[src/rtl/fifo_pkg.sv]
// fifo_pkg: shared FIFO read-mode enum and elaboration helper for sync_fifo_prog.
package fifo_pkg;
   typedef enum logic {FIFO_STD, FIFO_FWFT} fifo_mode_e;
   function automatic bit is_pow2(input int n);
      return (n > 0) && ((n & (n - 1)) == 0);
   endfunction
endpackage

[src/rtl/fifo_ram.sv]
// fifo_ram: simple dual-port storage array, synchronous write, asynchronous read.
module fifo_ram #(
   parameter int DEPTH = 16,
   parameter int DW = 8
)(
   input  logic                     clk,
   input  logic                     we,
   input  logic [$clog2(DEPTH)-1:0] waddr,
   input  logic [DW-1:0]            wdata,
   input  logic [$clog2(DEPTH)-1:0] raddr,
   output logic [DW-1:0]            rdata
);
   logic [DW-1:0] mem_q [DEPTH];
   always_ff @(posedge clk)
      if (we) mem_q[waddr] <= wdata;
   assign rdata = mem_q[raddr];
endmodule

[src/rtl/sync_fifo_prog.sv]
// sync_fifo_prog: synchronous FIFO, programmable almost thresholds, STD/FWFT read mode, flush, sticky errors.
// Define SYNC_FIFO_PARITY_EN to store an even-parity bit per word and expose parity_err.
module sync_fifo_prog
   import fifo_pkg::*;
#(
   parameter int         DEPTH = 16,
   parameter int         WIDTH = 8,
   parameter fifo_mode_e MODE  = FIFO_STD,
   localparam int        CW    = $clog2(DEPTH) + 1
)(
   input  logic             clk,
   input  logic             rst,
   input  logic             wr_en,
   input  logic [WIDTH-1:0] din,
   input  logic             rd_en,
   output logic [WIDTH-1:0] dout,
   output logic             dout_valid,
   input  logic             flush,
   input  logic [CW-1:0]    af_thresh,
   input  logic [CW-1:0]    ae_thresh,
   input  logic             clr_err,
   output logic [CW-1:0]    count,
   output logic             full,
   output logic             empty,
   output logic             almost_full,
   output logic             almost_empty,
   output logic             overflow,
   output logic             underflow
`ifdef SYNC_FIFO_PARITY_EN
   , output logic           parity_err
`endif
);
`ifdef SYNC_FIFO_PARITY_EN
   localparam int DW = WIDTH + 1;
`else
   localparam int DW = WIDTH;
`endif
   if (!is_pow2(DEPTH) || DEPTH < 4) begin : g_bad_depth
      $error("sync_fifo_prog: DEPTH must be a power of 2 and >= 4");
   end
   logic [CW-1:0] wr_ptr_q, wr_ptr_d, rd_ptr_q, rd_ptr_d, count_q, count_d;
   logic [DW-1:0] wdata, rdata, word, dout_q, dout_d;
   logic          dv_q, dv_d, ovf_q, ovf_d, unf_q, unf_d, wr_acc, rd_acc;
`ifdef SYNC_FIFO_PARITY_EN
   assign wdata = {^din, din};
   assign parity_err = dout_valid && ^word;
`else
   assign wdata = din;
`endif
   fifo_ram #(.DEPTH(DEPTH), .DW(DW)) u_ram (
      .clk   (clk),
      .we    (wr_acc && !flush),
      .waddr (wr_ptr_q[CW-2:0]),
      .wdata (wdata),
      .raddr (rd_ptr_q[CW-2:0]),
      .rdata (rdata)
   );
   assign count        = count_q;
   assign full         = count_q == CW'(DEPTH);
   assign empty        = count_q == '0;
   assign almost_full  = count_q >= af_thresh;
   assign almost_empty = count_q <= ae_thresh;
   assign overflow     = ovf_q;
   assign underflow    = unf_q;
   assign word         = (MODE == FIFO_FWFT) ? rdata : dout_q;
   assign dout         = word[WIDTH-1:0];
   assign dout_valid   = (MODE == FIFO_FWFT) ? !empty : dv_q;
   // flush overrides accepted reads/writes but leaves the sticky error flags alone
   always_comb begin
      wr_acc   = wr_en && !full;
      rd_acc   = rd_en && !empty;
      wr_ptr_d = flush ? '0 : wr_ptr_q + CW'(wr_acc);
      rd_ptr_d = flush ? '0 : rd_ptr_q + CW'(rd_acc);
      count_d  = flush ? '0 : count_q + CW'(wr_acc) - CW'(rd_acc);
      dv_d     = rd_acc && !flush;
      dout_d   = dv_d ? rdata : dout_q;
      ovf_d    = (wr_en && full) || (ovf_q && !clr_err);
      unf_d    = (rd_en && empty) || (unf_q && !clr_err);
   end
   always_ff @(posedge clk) begin
      if (rst) begin
         wr_ptr_q <= '0;
         rd_ptr_q <= '0;
         count_q  <= '0;
         dout_q   <= '0;
         dv_q     <= 1'b0;
         ovf_q    <= 1'b0;
         unf_q    <= 1'b0;
      end else begin
         wr_ptr_q <= wr_ptr_d;
         rd_ptr_q <= rd_ptr_d;
         count_q  <= count_d;
         dout_q   <= dout_d;
         dv_q     <= dv_d;
         ovf_q    <= ovf_d;
         unf_q    <= unf_d;
      end
   end
endmodule

[config.mk]
export PLATFORM = sky130hd
export DESIGN_NAME = sync_fifo_prog
export DESIGN_NICKNAME = d
export VERILOG_FILES = /design/src/rtl/fifo_pkg.sv /design/src/rtl/fifo_ram.sv /design/src/rtl/sync_fifo_prog.sv
export SDC_FILE = /design/constraint.sdc
export NUM_CORES = 1
export LEC_CHECK = 0
export ABC_AREA = 1
export BUFFER_PORTS_ARGS = -buffer_cell sky130_fd_sc_hd__clkbuf_2
export CAP_MARGIN = 20
export CELL_PAD_IN_SITES_DETAIL_PLACEMENT = 1
export CELL_PAD_IN_SITES_GLOBAL_PLACEMENT = 2
export CORE_ASPECT_RATIO = 1.2
export CORE_UTILIZATION = 42
export CTS_BUF_LIST = sky130_fd_sc_hd__clkbuf_16
export CTS_CLUSTER_SIZE = 25
export DETAILED_ROUTE_END_ITERATION = 16
export GPL_TIMING_DRIVEN = 0
export PLACE_DENSITY_LB_ADDON = 0.1
export SYNTH_ARGS = -nofsm -noshare
export SYNTH_HDL_FRONTEND = slang
export SYNTH_SLANG_ARGS = --single-unit
[constraint.sdc]
create_clock -name clk -period 5.6 [get_ports clk]
set_input_delay 0.56 -clock clk [delete_from_list [all_inputs] [get_ports clk]]
set_output_delay 0.56 -clock clk [all_outputs]
set_load 0.01 [all_outputs]
==> flow_summary.yaml, run 1 <==
synth:
  synth_fp_nets: 740
  synthesis.yosys.warnings: 0
  synth_edf_count: 128
  sequential_area_share_after_synthesis_pct: 63.2
  synthesis.instances: 695
  top_cell_type_s_share_of_synthesized_area_pct: 56.2
  async_flop_share_pct: 0
  syn_avg_cell_area_um2: 9.84
  synth.cell_area_mm2: 0.00684
  synth_top_area_cell: "sky130_fd_sc_hd__edfxtp_1"
  synth-main-ff-cell: "sky130_fd_sc_hd__edfxtp_1"
  ys_types: 23
  main_area_contributors_after_synthesis: "sky130_fd_sc_hd__edfxtp_1, sky130_fd_sc_hd__nand2_1, sky130_fd_sc_hd__dfxtp_1"
  synth.ff_latch_count: 152
floorplan:
  start_util_pct: 43.4
  floorplan.io_pins: 44
  fp.dieArea_mm2: 0.0168
  placementRows: 50
  fp.dieW_um: 118
  core_area_mm2: 0.0158
  die_height_um: 142
route:
  drc: 0
  drt_wl_total_mm: 20.0
  dr.pass1.iters: 5
  route.antenna.remaining_nets: 0
  first_iter_violations: 368
  avgRoutedWirePerCell_um: 20.4
  dr_total_vias: 5050
  drt-vias-per-instance: 5.16
placed_design:
  gp_congestion: 0.902
  dp_hpwl_mm: 14.2
  io_buffers: 43
critical_path:
  number_of_buffers_and_inverters_on_the_critical_path: 4
  worstPathRequired_ns: 5.95
  timing.setup.critical_path_class: "flop to flop"
  worst_path_largest_cell_delay_ns: 0.46
  crit_family: "adder cells"
  cp-end-kind: "flop"
  timing.critical_path.cells: "inv_1 -> ha_1 -> nand4_2 -> nand2_2 -> inv_1 -> ha_1 -> inv_1 -> ha_1 -> inv_1 -> fa_1 -> o31ai_1 -> o21ai_0 -> a21oi_1"
  critical_path.slowest_cell: "sky130_fd_sc_hd__dfxtp_1"
  worst_path_most_repeated_cell: "sky130_fd_sc_hd__inv_1"
  startpoint_type: "flop"
  worst-path-max-fanout: 5
  worst-endpoint-arrival_ns: 3.09
global_routing:
  track_usage_pct: 25.7
  grt_pass1_wl_mm: 30.8
  first_global_vias: 5400
  grt-ovfl-total: 0
  grt_start_max_net_pins: 17
  grt_antenna_before_repair: 1
timing:
  timing.slew.headroom_pct: 34.7
  fin_worst_skew_ns: 0.00908
  rsz0062_at_grt: "no"
  layout_worst_path_cycle_share_pct: 48.9
  hold_slack_ns: 0.423
  maxClockFrequency_ghz: 0.365
  actual_slew_at_the_worst_max_slew_pin_ns: 0.976
  layout_min_cycle_time_ns: 2.74
  timing.setup.tns_ns: 0
  final_setup_violating_endpoints: 0
  slew_violations: 0
  hold_violations: 0
clock_network:
  cts_hold_fix_bufs: 0
  cts.clk_slew.worst_paths_ns: 0.06
  post_cts.repair.setup_buffers: 0
  clock-sinks: 152
  cts-root-to-sink-buffers: 2
  number_of_buffers_added_by_the_clock_tree_synthesis_step: 17
  worstSkewPairLatency_ns: 0.43
  cts_tree: "built"
  cts-htree-levels: 4
  cts_root_buf: "sky130_fd_sc_hd__clkbuf_16"
  cts.repair.resized: 0
finish:
  num_antenna_cells: 0
  area_delta_synth_final_pct: 16.0
  post_route_cells_drive_above_1_share_pct: 13.4
  final_nets: 802
power_and_ir_drop:
  p_per_area_mw_per_mm2: 391
  p_leak_nw: 3.45
  vdd.ir_drop.worst_v: 0.000163
hold_path:
  holdCritPathClass: "input port to flop"
run_status:
  run_status: "completed"
flow_run:
  cap_violations: 0
-- metal layers --
layer,vias to the layer above,track usage [%],part of all wire (%)
met5,-,0,0
met4,0,13.0,4.1
met3,51,4.30,4.3
met2,108,46.0,53
met1,2515,29.7,39
li1,2376,-,-
-- cells in the mapped netlist (2+ instances only) --
master and number:
sky130_fd_sc_hd__nand4_1 2, sky130_fd_sc_hd__dfxtp_1 24, sky130_fd_sc_hd__buf_6 8, sky130_fd_sc_hd__a21oi_1 20, sky130_fd_sc_hd__nor2_1 27, sky130_fd_sc_hd__o21ai_0 7
sky130_fd_sc_hd__nand2_1 214, sky130_fd_sc_hd__nand3_1 95, sky130_fd_sc_hd__inv_2 3, sky130_fd_sc_hd__edfxtp_1 128, sky130_fd_sc_hd__ha_1 20, sky130_fd_sc_hd__xnor2_1 3
sky130_fd_sc_hd__clkinv_1 2, sky130_fd_sc_hd__buf_2 16, sky130_fd_sc_hd__inv_1 118
-- cells in the final DEF, fill, tap and decap left out --
cell type / n
sky130_fd_sc_hd__nand3_1: 95
sky130_fd_sc_hd__ha_1: 20
sky130_fd_sc_hd__inv_6: 4
sky130_fd_sc_hd__fa_1: 1
sky130_fd_sc_hd__o21bai_1: 1
sky130_fd_sc_hd__o21ai_0: 7
sky130_fd_sc_hd__buf_6: 8
sky130_fd_sc_hd__dfxtp_1: 24
sky130_fd_sc_hd__nand2_2: 1
sky130_fd_sc_hd__clkinv_4: 1
sky130_fd_sc_hd__clkinv_2: 2
sky130_fd_sc_hd__clkbuf_1: 1
sky130_fd_sc_hd__nor2_4: 1
sky130_fd_sc_hd__clkinv_1: 4
sky130_fd_sc_hd__o31ai_1: 1
sky130_fd_sc_hd__buf_2: 16
sky130_fd_sc_hd__inv_1: 118
sky130_fd_sc_hd__clkbuf_16: 17
sky130_fd_sc_hd__nand4_2: 1
sky130_fd_sc_hd__edfxtp_1: 128
sky130_fd_sc_hd__nand4_1: 2
sky130_fd_sc_hd__inv_2: 3
sky130_fd_sc_hd__nand2_1: 214
sky130_fd_sc_hd__a21oi_1: 20
sky130_fd_sc_hd__nor2_1: 27
sky130_fd_sc_hd__clkinvlp_4: 2
sky130_fd_sc_hd__xnor2_1: 3
sky130_fd_sc_hd__bufinv_16: 4
sky130_fd_sc_hd__o221ai_1: 1
sky130_fd_sc_hd__clkbuf_2: 43
-- tightest hold or removal path: stages --
cell,delay (ns)
sky130_fd_sc_hd__clkbuf_2,0.08
sky130_fd_sc_hd__inv_1,0.04
sky130_fd_sc_hd__nand2_1,0.05
sky130_fd_sc_hd__a21oi_1,0.06
-- area by class of cell --
type                            instances  area [um^2]
Multi-Input combinational cell        395         1880
Timing Repair Buffer                   43          215
Tap cell                              208          260
Fill cell                            1821         7830
Clock inverter                         15          196
Sequential cell                       152         4320
Clock buffer                           17          425
Buffer                                 25          174
Inverter                              123          462
-- state kept, by name (all words and copies together), names as in the netlist --
signal / flops
count: 5
dout_valid: 1
overflow: 1
dout: 8
rd_ptr_q: 4
wr_ptr_q: 4
underflow: 1
u_ram.mem_q: 128
-- stage by stage --
step / instance area, um^2 / power (mW) / utilization, % / cells / worst slack (ns)
after floorplan: 6840 / 1.67 / - / 695 / 3.26
after global placement: 7310 / 1.88 / 46.4 / 946 / 2.95
after detailed placement: 7310 / 1.91 / 46.4 / 946 / 2.83
after CTS: 7940 / 3.13 / 50.3 / 978 / 2.82
after global routing: 7940 / 3.23 / 50.3 / 978 / 2.67
final: 7940 / 3.10 / 50.3 / 978 / 2.86
-- where the power goes --
group          internal (mW)  switching, mW  leakage [nW]
Combinational          0.193          0.387          1.80
Sequential              1.27         0.0336          1.35
Clock                  0.747          0.471         0.300
Total                   2.21          0.891          3.45
-- cells by family (layout without fill, tap and decap cells) --
kind of cell	after synthesis	in the layout	synth area share [%]
and+or+nand+nor	341	341	20.8
AOI/OAI and AO/OA	30	30	2.32
xor gates and xnor gates	3	3	0.384
DFF	152	152	63.2
adders and majority gates	21	21	3.95
buffers and inverters	148	223	9.30
-- path summary, 6_finish.rpt --
kind	start	to	slack [ns]	cells after the start
max	count[2]	count[4]	2.86	13
min	clr_err	overflow	0.42	4
max reg2reg	count[2]	count[4]	2.86	13
min reg2reg	overflow	overflow	0.49	2
(Power assumes the default switching activity.)
==> inputs of run 2 (changes only) <==
--- a/config.mk
+++ b/config.mk
@@ -11,7 +11,7 @@
 export CELL_PAD_IN_SITES_DETAIL_PLACEMENT = 1
 export CELL_PAD_IN_SITES_GLOBAL_PLACEMENT = 2
 export CORE_ASPECT_RATIO = 1.2
-export CORE_UTILIZATION = 42
+export CORE_UTILIZATION = 35
 export CTS_BUF_LIST = sky130_fd_sc_hd__clkbuf_16
 export CTS_CLUSTER_SIZE = 25
 export DETAILED_ROUTE_END_ITERATION = 16
==> constraint.sdc (replaced) <==
create_clock -name clk -period 2.4 [get_ports clk]
set_input_delay 0.24 -clock clk [delete_from_list [all_inputs] [get_ports clk]]
set_output_delay 0.24 -clock clk [all_outputs]
set_load 0.01 [all_outputs]
==> run 2 against run 1 <==
Effect of this change: setup slack worse by 2.8 ns; sequential cell count unchanged; global-route usage shrank 3.5 points; clock power up 110%; wire length is 3.2% higher; non-clock buffer count up 5; sequential power increased by 130%; power increased by 130%; worst hold slack worse by 0.34 ns; register-to-register slack got worse by 2.8 ns; sequential share of layout area down 0.75 points; cell count is 5.4% higher; critical endpoint is now u_ram.mem_q[14][4]; highest routed layer unchanged.
==> flow_summary.yaml, run 2 (synthesis results as in run 1) <==
critical_path:
  timing.critical_path.cells: "inv_4 -> ha_4 -> nand4_1 -> nand2_2 -> nor2_1 -> nand3_1 -> nor2_2"
  worst-endpoint-arrival_ns: 2.36
  worst_r2r_startpoint: "count[2]"
  worst_path_largest_cell_delay_ns: 0.62
  critical_path.slowest_cell: "sky130_fd_sc_hd__nor2_2"
  startpoint_type: "flop"
  crit_family: "simple AND/OR/NAND/NOR gates"
  cp-end-kind: "flop"
  reg2reg_depth: 7
  timing.setup.critical_path_class: "flop to flop"
  crit_cells: 7
  worstPathRequired_ns: 2.46
  number_of_buffers_and_inverters_on_the_critical_path: 1
  worstSetupStartpoint: "count[2]"
  worst-path-max-fanout: 8
timing:
  hold_violations: 0
  layout_worst_path_cycle_share_pct: 95.9
  timing.slew.headroom_pct: 45.3
  rsz0062_at_grt: "yes"
  slew_violations: 0
  layout_min_cycle_time_ns: 2.30
  actual_slew_at_the_worst_max_slew_pin_ns: 0.817
  final_setup_violating_endpoints: 0
  fin_worst_skew_ns: 0.00832
  hold_slack_ns: 0.0858
  timing.setup.tns_ns: 0
  maxClockFrequency_ghz: 0.434
finish:
  num_antenna_cells: 0
  final_nets: 807
  post_route_cells_drive_above_1_share_pct: 16.9
  design_area_final_mm2: 0.00807
  layout.cells.most_common: "sky130_fd_sc_hd__nand2_1"
  area_delta_synth_final_pct: 18.0
  count_of_non_filler_cells_in_the_finished_layout: 1031
  top_register: "u_ram.mem_q"
  largest_register_ff_count: 128
  layout_common_cells: "sky130_fd_sc_hd__nand2_1, sky130_fd_sc_hd__edfxtp_1, sky130_fd_sc_hd__inv_1, sky130_fd_sc_hd__nand3_1, sky130_fd_sc_hd__clkbuf_2"
clock_network:
  number_of_buffers_added_by_the_clock_tree_synthesis_step: 17
  clock-sinks: 152
  cts_tree: "built"
  cts.clk_slew.worst_paths_ns: 0.06
  cts-htree-levels: 4
  worstSkewPairLatency_ns: 0.43
  cts_root_buf: "sky130_fd_sc_hd__clkbuf_16"
  cts-root-to-sink-buffers: 2
  cts_hold_fix_bufs: 0
placed_design:
  dpl_cell_area_mm2: 0.00737
  placed_instances: 994
  gp_congestion: 0.797
  io_buffers: 43
  dp_hpwl_mm: 14.5
route:
  drt-vias-per-instance: 4.86
  drt_wl_total_mm: 20.6
  avgRoutedWirePerCell_um: 20.0
  first_iter_violations: 321
  dr_total_vias: 5012
  dr.pass1.iters: 7
  route.antenna.remaining_nets: 0
  drc: 0
floorplan:
  fp.dieW_um: 130
  start_util_pct: 36.0
  fp.dieArea_mm2: 0.0201
  core_area_mm2: 0.0190
  placementRows: 55
  die_height_um: 155
  floorplan.io_pins: 44
hold_path:
  holdCritPathClass: "input port to flop"
  timing.hold.worst_path_depth: 4
  min-delay-start: "clr_err"
power_and_ir_drop:
  vdd.ir_drop.worst_v: 0.000504
  design_power_total_mw: 7.11
  p_leak_nw: 3.46
  p_per_area_mw_per_mm2: 881
global_routing:
  first_global_vias: 5177
  grt-ovfl-total: 0
  grt_antenna_before_repair: 0
  grt_pass1_wl_mm: 30.9
  grt_start_max_net_pins: 17
  track_usage_pct: 22.1
flow_run:
  cap_violations: 0
run_status:
  run_status: "completed"
==> run 2: cell count changes in the layout (fill, tap and decap cells not counted), moves of 5 or more <==
cell                      before  now
sky130_fd_sc_hd__nor2_1       27   15
sky130_fd_sc_hd__nor2_2        0   11
sky130_fd_sc_hd__buf_4         0    5
sky130_fd_sc_hd__dfxtp_1      24   19
==> run 2: final timing paths <==
| kind | end | slack, ns |
|---|---|---|
| setup / recovery | u_ram.mem_q[14][4] | 0.1 |
| hold / removal | underflow | 0.09 |
| setup reg to reg | u_ram.mem_q[14][4] | 0.1 |
| hold reg to reg | underflow | 0.47 |
==> run 2: metal layers <==
layer	vias up	track usage (%)	wire (um)
met2	101	39.1	10800
met4	0	8.91	497
met1	2512	26.4	8530
li1	2374	-	-
met3	25	3.82	749
met5	-	0	0
==> run 2: layout make-up <==
cell class	count	area [um^2]
buffer	25	174
clock inverter	15	136
multi-input combinational	395	1960
tap	256	320
sequential	152	4340
inverter	123	464
timing repair buffer	48	253
clock buffer	17	425
fill	2208	10900
==> run 2: through the flow <==
stage          setup WS (ns)  utilization (%)
2_1_floorplan         0.0623                -
3_3_place_gp          -0.304             38.8
3_5_place_dp          -0.416             38.8
4_1_cts              -0.0594             42.1
5_1_grt              -0.0790             42.5
6_report              0.0983             42.5
==> run 2: what timing repair did <==
| action | CTS | global route |
|---|---|---|
| endpoints found under the setup margin | 130 | 97 |
| buffers inserted | 1 | 4 |
| gates resized for setup | 19 | 15 |
| pin swaps | 3 | 2 |
| cloned | 0 | 0 |
==> run 2: tightest hold or removal path, cell delays in order <==
cell,delay [ns]
sky130_fd_sc_hd__clkbuf_2,0.08
sky130_fd_sc_hd__inv_1,0.04
sky130_fd_sc_hd__nand2_1,0.05
sky130_fd_sc_hd__a21oi_1,0.06
==> run 2: where the power goes <==
group,total [mW],internal (mW),switching [mW]
clock network,2.57,1.51,1.06
registers,3.04,2.97,0.0765
logic,1.50,0.551,0.945
==> inputs of run 3 (changes only) <==
--- a/config.mk
+++ b/config.mk
@@ -5,13 +5,13 @@
 export SDC_FILE = /design/constraint.sdc
 export NUM_CORES = 1
 export LEC_CHECK = 0
-export ABC_AREA = 1
+export ABC_AREA = 0
 export BUFFER_PORTS_ARGS = -buffer_cell sky130_fd_sc_hd__clkbuf_2
 export CAP_MARGIN = 20
 export CELL_PAD_IN_SITES_DETAIL_PLACEMENT = 1
 export CELL_PAD_IN_SITES_GLOBAL_PLACEMENT = 2
 export CORE_ASPECT_RATIO = 1.2
-export CORE_UTILIZATION = 35
+export CORE_UTILIZATION = 41
 export CTS_BUF_LIST = sky130_fd_sc_hd__clkbuf_16
 export CTS_CLUSTER_SIZE = 25
 export DETAILED_ROUTE_END_ITERATION = 16
==> constraint.sdc (replaced) <==
create_clock -name clk -period 2.4 [get_ports clk]
set_input_delay 0.24 -clock clk [delete_from_list [all_inputs] [get_ports clk]]
set_output_delay 0.24 -clock clk [all_outputs]
set_load 0.05 [all_outputs]
==> run 3 against run 2 <==
Effect of this change: the flow now finishes with violations (negative setup slack); global-route usage down 3.1 points; sequential cell count stayed put; clock-buffer cell count unchanged; highest routed layer unchanged; critical path type unchanged; final area down 5.9%; worst hold slack worse by 0.041 ns; first-iteration DRC count shrank 60%; largest cell class unchanged.
==> flow_summary.yaml, run 3 <==
power_and_ir_drop:
  p_per_area_mw_per_mm2: 930
  vdd.ir_drop.worst_v: 0.000623
  p_leak_nw: 2.63
clock_network:
  cts_root_buf: "sky130_fd_sc_hd__clkbuf_16"
  cts-htree-levels: 4
  clock-sinks: 152
  cts.clk_slew.worst_paths_ns: 0.06
  cts-root-to-sink-buffers: 2
  cts_hold_fix_bufs: 0
  cts_tree: "built"
  worstSkewPairLatency_ns: 0.42
  number_of_buffers_added_by_the_clock_tree_synthesis_step: 17
synth:
  synth_fa_ha_area_share_pct: 4.30
  synth-compound-area-share_pct: 3.67
  syn_avg_cell_area_um2: 17.4
  main_area_contributors_after_synthesis: "sky130_fd_sc_hd__edfxtp_1, sky130_fd_sc_hd__mux4_2, sky130_fd_sc_hd__dfxtp_1"
  synth-main-ff-cell: "sky130_fd_sc_hd__edfxtp_1"
  synth.ff_latch_count: 152
  top_cell_type_s_share_of_synthesized_area_pct: 61.2
  post_synth_mux_area_share_pct: 12.6
  synth_fp_nets: 405
  synth_top_family_by_area: "multiplexers"
  synthMostInstantiatedCell: "sky130_fd_sc_hd__edfxtp_1"
  synth_edf_count: 128
  post_synth_xor_area_fraction_pct: 0.837
  synthesis.yosys.warnings: 0
  ys_types: 41
  synth.cell_area_mm2: 0.00628
  sequential_area_share_after_synthesis_pct: 68.9
  synth_top_area_cell: "sky130_fd_sc_hd__edfxtp_1"
  synthesis.instances: 360
  synth_simple_gate_area_share_pct: 6.99
  async_flop_share_pct: 0
  synth.top_cells.by_count: "sky130_fd_sc_hd__edfxtp_1, sky130_fd_sc_hd__nor2_1, sky130_fd_sc_hd__mux4_2, sky130_fd_sc_hd__dfxtp_1, sky130_fd_sc_hd__ha_1"
timing:
  timing.setup.tns_ns: -0.159
  layout_min_cycle_time_ns: 2.56
  slew_violations: 0
  hold_violations: 0
  timing.slew.headroom_pct: 34.5
  worst_slack_ns: -0.159
  final_setup_violating_endpoints: 1
  maxClockFrequency_ghz: 0.391
  rsz0062_at_grt: "yes"
  layout_worst_path_cycle_share_pct: 107
  fin_worst_skew_ns: 0.00549
  actual_slew_at_the_worst_max_slew_pin_ns: 0.974
global_routing:
  track_usage_pct: 19.0
  grt.busiest_layer: "met2"
  first_global_vias: 3588
  globalRouteMet2Util_pct: 33.7
  grt_pass1_wl_mm: 20.7
  grt_antenna_before_repair: 0
  met3_track_usage_gr_pct: 3.96
  grt_util_met1_pct: 22.0
  grt_start_max_net_pins: 17
  grt-ovfl-total: 0
critical_path:
  reg2reg_setup_slack_ns: -0.16
  worst-path-max-fanout: 3
  critical_path.slowest_cell: "sky130_fd_sc_hd__or3_1"
  crit_family: "simple AND/OR/NAND/NOR gates"
  worst-endpoint-arrival_ns: 2.90
  startpoint_type: "flop"
  worst_r2r_startpoint: "count[3]"
  cp-end-kind: "flop"
  number_of_buffers_and_inverters_on_the_critical_path: 5
  worst_path_largest_cell_delay_ns: 0.39
  reg2reg_depth: 15
  timing.setup.critical_path_class: "flop to flop"
  worstPathRequired_ns: 2.74
  regToRegEndpoint: "count[4]"
  timing.critical_path.cells: "inv_4 -> ha_4 -> nor4b_4 -> nand2b_4 -> inv_4 -> ha_4 -> inv_2 -> ha_4 -> inv_2 -> fa_2 -> inv_2 -> a21oi_2 -> nor2_1 -> or3_1 -> a21oi_2"
hold_path:
  timing.hold.worst_path_depth: 2
  hold_end: "underflow"
  holdCritPathClass: "input port to flop"
  min-delay-start: "rst"
floorplan:
  start_util_pct: 42.0
  die_height_um: 138
  fp.dieW_um: 115
  core_area_mm2: 0.0150
  fp.dieArea_mm2: 0.0158
  floorplan.io_pins: 44
  placementRows: 49
finish:
  area_delta_synth_final_pct: 21.0
  top_register: "u_ram.mem_q"
  final.fill_count: 1430
  design_area_final_mm2: 0.00760
  layout.cells.most_common: "sky130_fd_sc_hd__edfxtp_1"
  layout_common_cells: "sky130_fd_sc_hd__edfxtp_1, sky130_fd_sc_hd__clkbuf_2, sky130_fd_sc_hd__mux4_2, sky130_fd_sc_hd__nor2_1, sky130_fd_sc_hd__dfxtp_1"
  num_antenna_cells: 0
  final_nets: 477
  sequential_cell_area_mm2: 0.00434
  area_of_combinational_cells_with_multiple_inputs_mm2: 0.00198
  post_route_cells_drive_above_1_share_pct: 37.3
  largest_register_ff_count: 128
route:
  route.antenna.remaining_nets: 0
  dr_total_vias: 3385
  drt_wl_total_mm: 13.9
  avgRoutedWirePerCell_um: 21.5
  first_iter_violations: 129
  drt-vias-per-instance: 5.22
  drc: 0
  dr.pass1.iters: 4
placed_design:
  pre_cts_ws_ns: -0.324
  dpl_cell_area_mm2: 0.00686
  io_buffers: 43
  dp_hpwl_mm: 9.27
  gp_congestion: 0.707
run_status:
  failed_checks: "negative setup slack"
  run_status: "complete, but fails checks"
flow_run:
  cap_violations: 0
-- run 3: cell count changes after synthesis, sizes merged, moves of 12 or more --
cell and delta:
nand2 -208, inv -102, nand3 -91, mux4 +32
buf -17, a21oi -12
-- run 3: worst max path at each step --
stage / start / depth (start not counted) / endpoint
floorplan: count[3] / 15 / count[4]
global placement: count[2] / 15 / count[4]
detailed placement: count[2] / 15 / count[4]
CTS: count[2] / 7 / u_ram.mem_q[15][7]
global route: count[2] / 15 / count[4]
finish: count[3] / 15 / count[4]
-- run 3: metrics by stage --
| step | util [%] | cells | hold slack [ns] | total power, mW |
|---|---|---|---|---|
| finish | 50.8 | 649 | 0.0447 | 7.06 |
| global route | 50.8 | 649 | 0.0445 | 7.38 |
| CTS | 49.7 | 643 | 0.0306 | 7.10 |
| detailed placement | 45.8 | 607 | 0.460 | 4.68 |
| global placement | 45.8 | 607 | 0.453 | 4.64 |
| floorplan | - | 360 | 0.312 | 4.28 |
-- run 3: layout make-up --
type                    instances  share of cell area, %
flip-flops and latches        152                   57.1
multi-input cells             176                   26.0
clock inverters                15                   1.19
inverters                      19                   1.04
repair buffers                 53                   4.35
plain buffers                  13                   1.37
well taps                     204                   3.36
clock buffers                  17                   5.60
-- run 3: kinds of logic (layout without fill, tap and decap cells) --
family,Yosys count,after routing
AOI/OAI and AO/OA,32,32
buffers and inverters,32,117
and+or+nand+nor,78,78
DFF,152,152
muxes,39,39
adders and majority gates,21,21
xor gates and xnor gates,6,6
-- run 3: power by group --
group / switching (mW) / internal, mW
Sequential: 0.0908 / 2.96
Clock: 1.04 / 1.30
Combinational: 0.997 / 0.682
-- run 3: what timing repair did --
item / in CTS / in global routing
buffers inserted: 4 / 6
resized for setup: 13 / 20
setup endpoints to repair: 118 / 123
pin swaps: 2 / 5
-- run 3: per-layer routing --
layer  share of wire (%)  wire, um
met5                   0         0
met4                 2.8       396
met3                 4.5       629
met2                  53      7410
met1                  39      5500
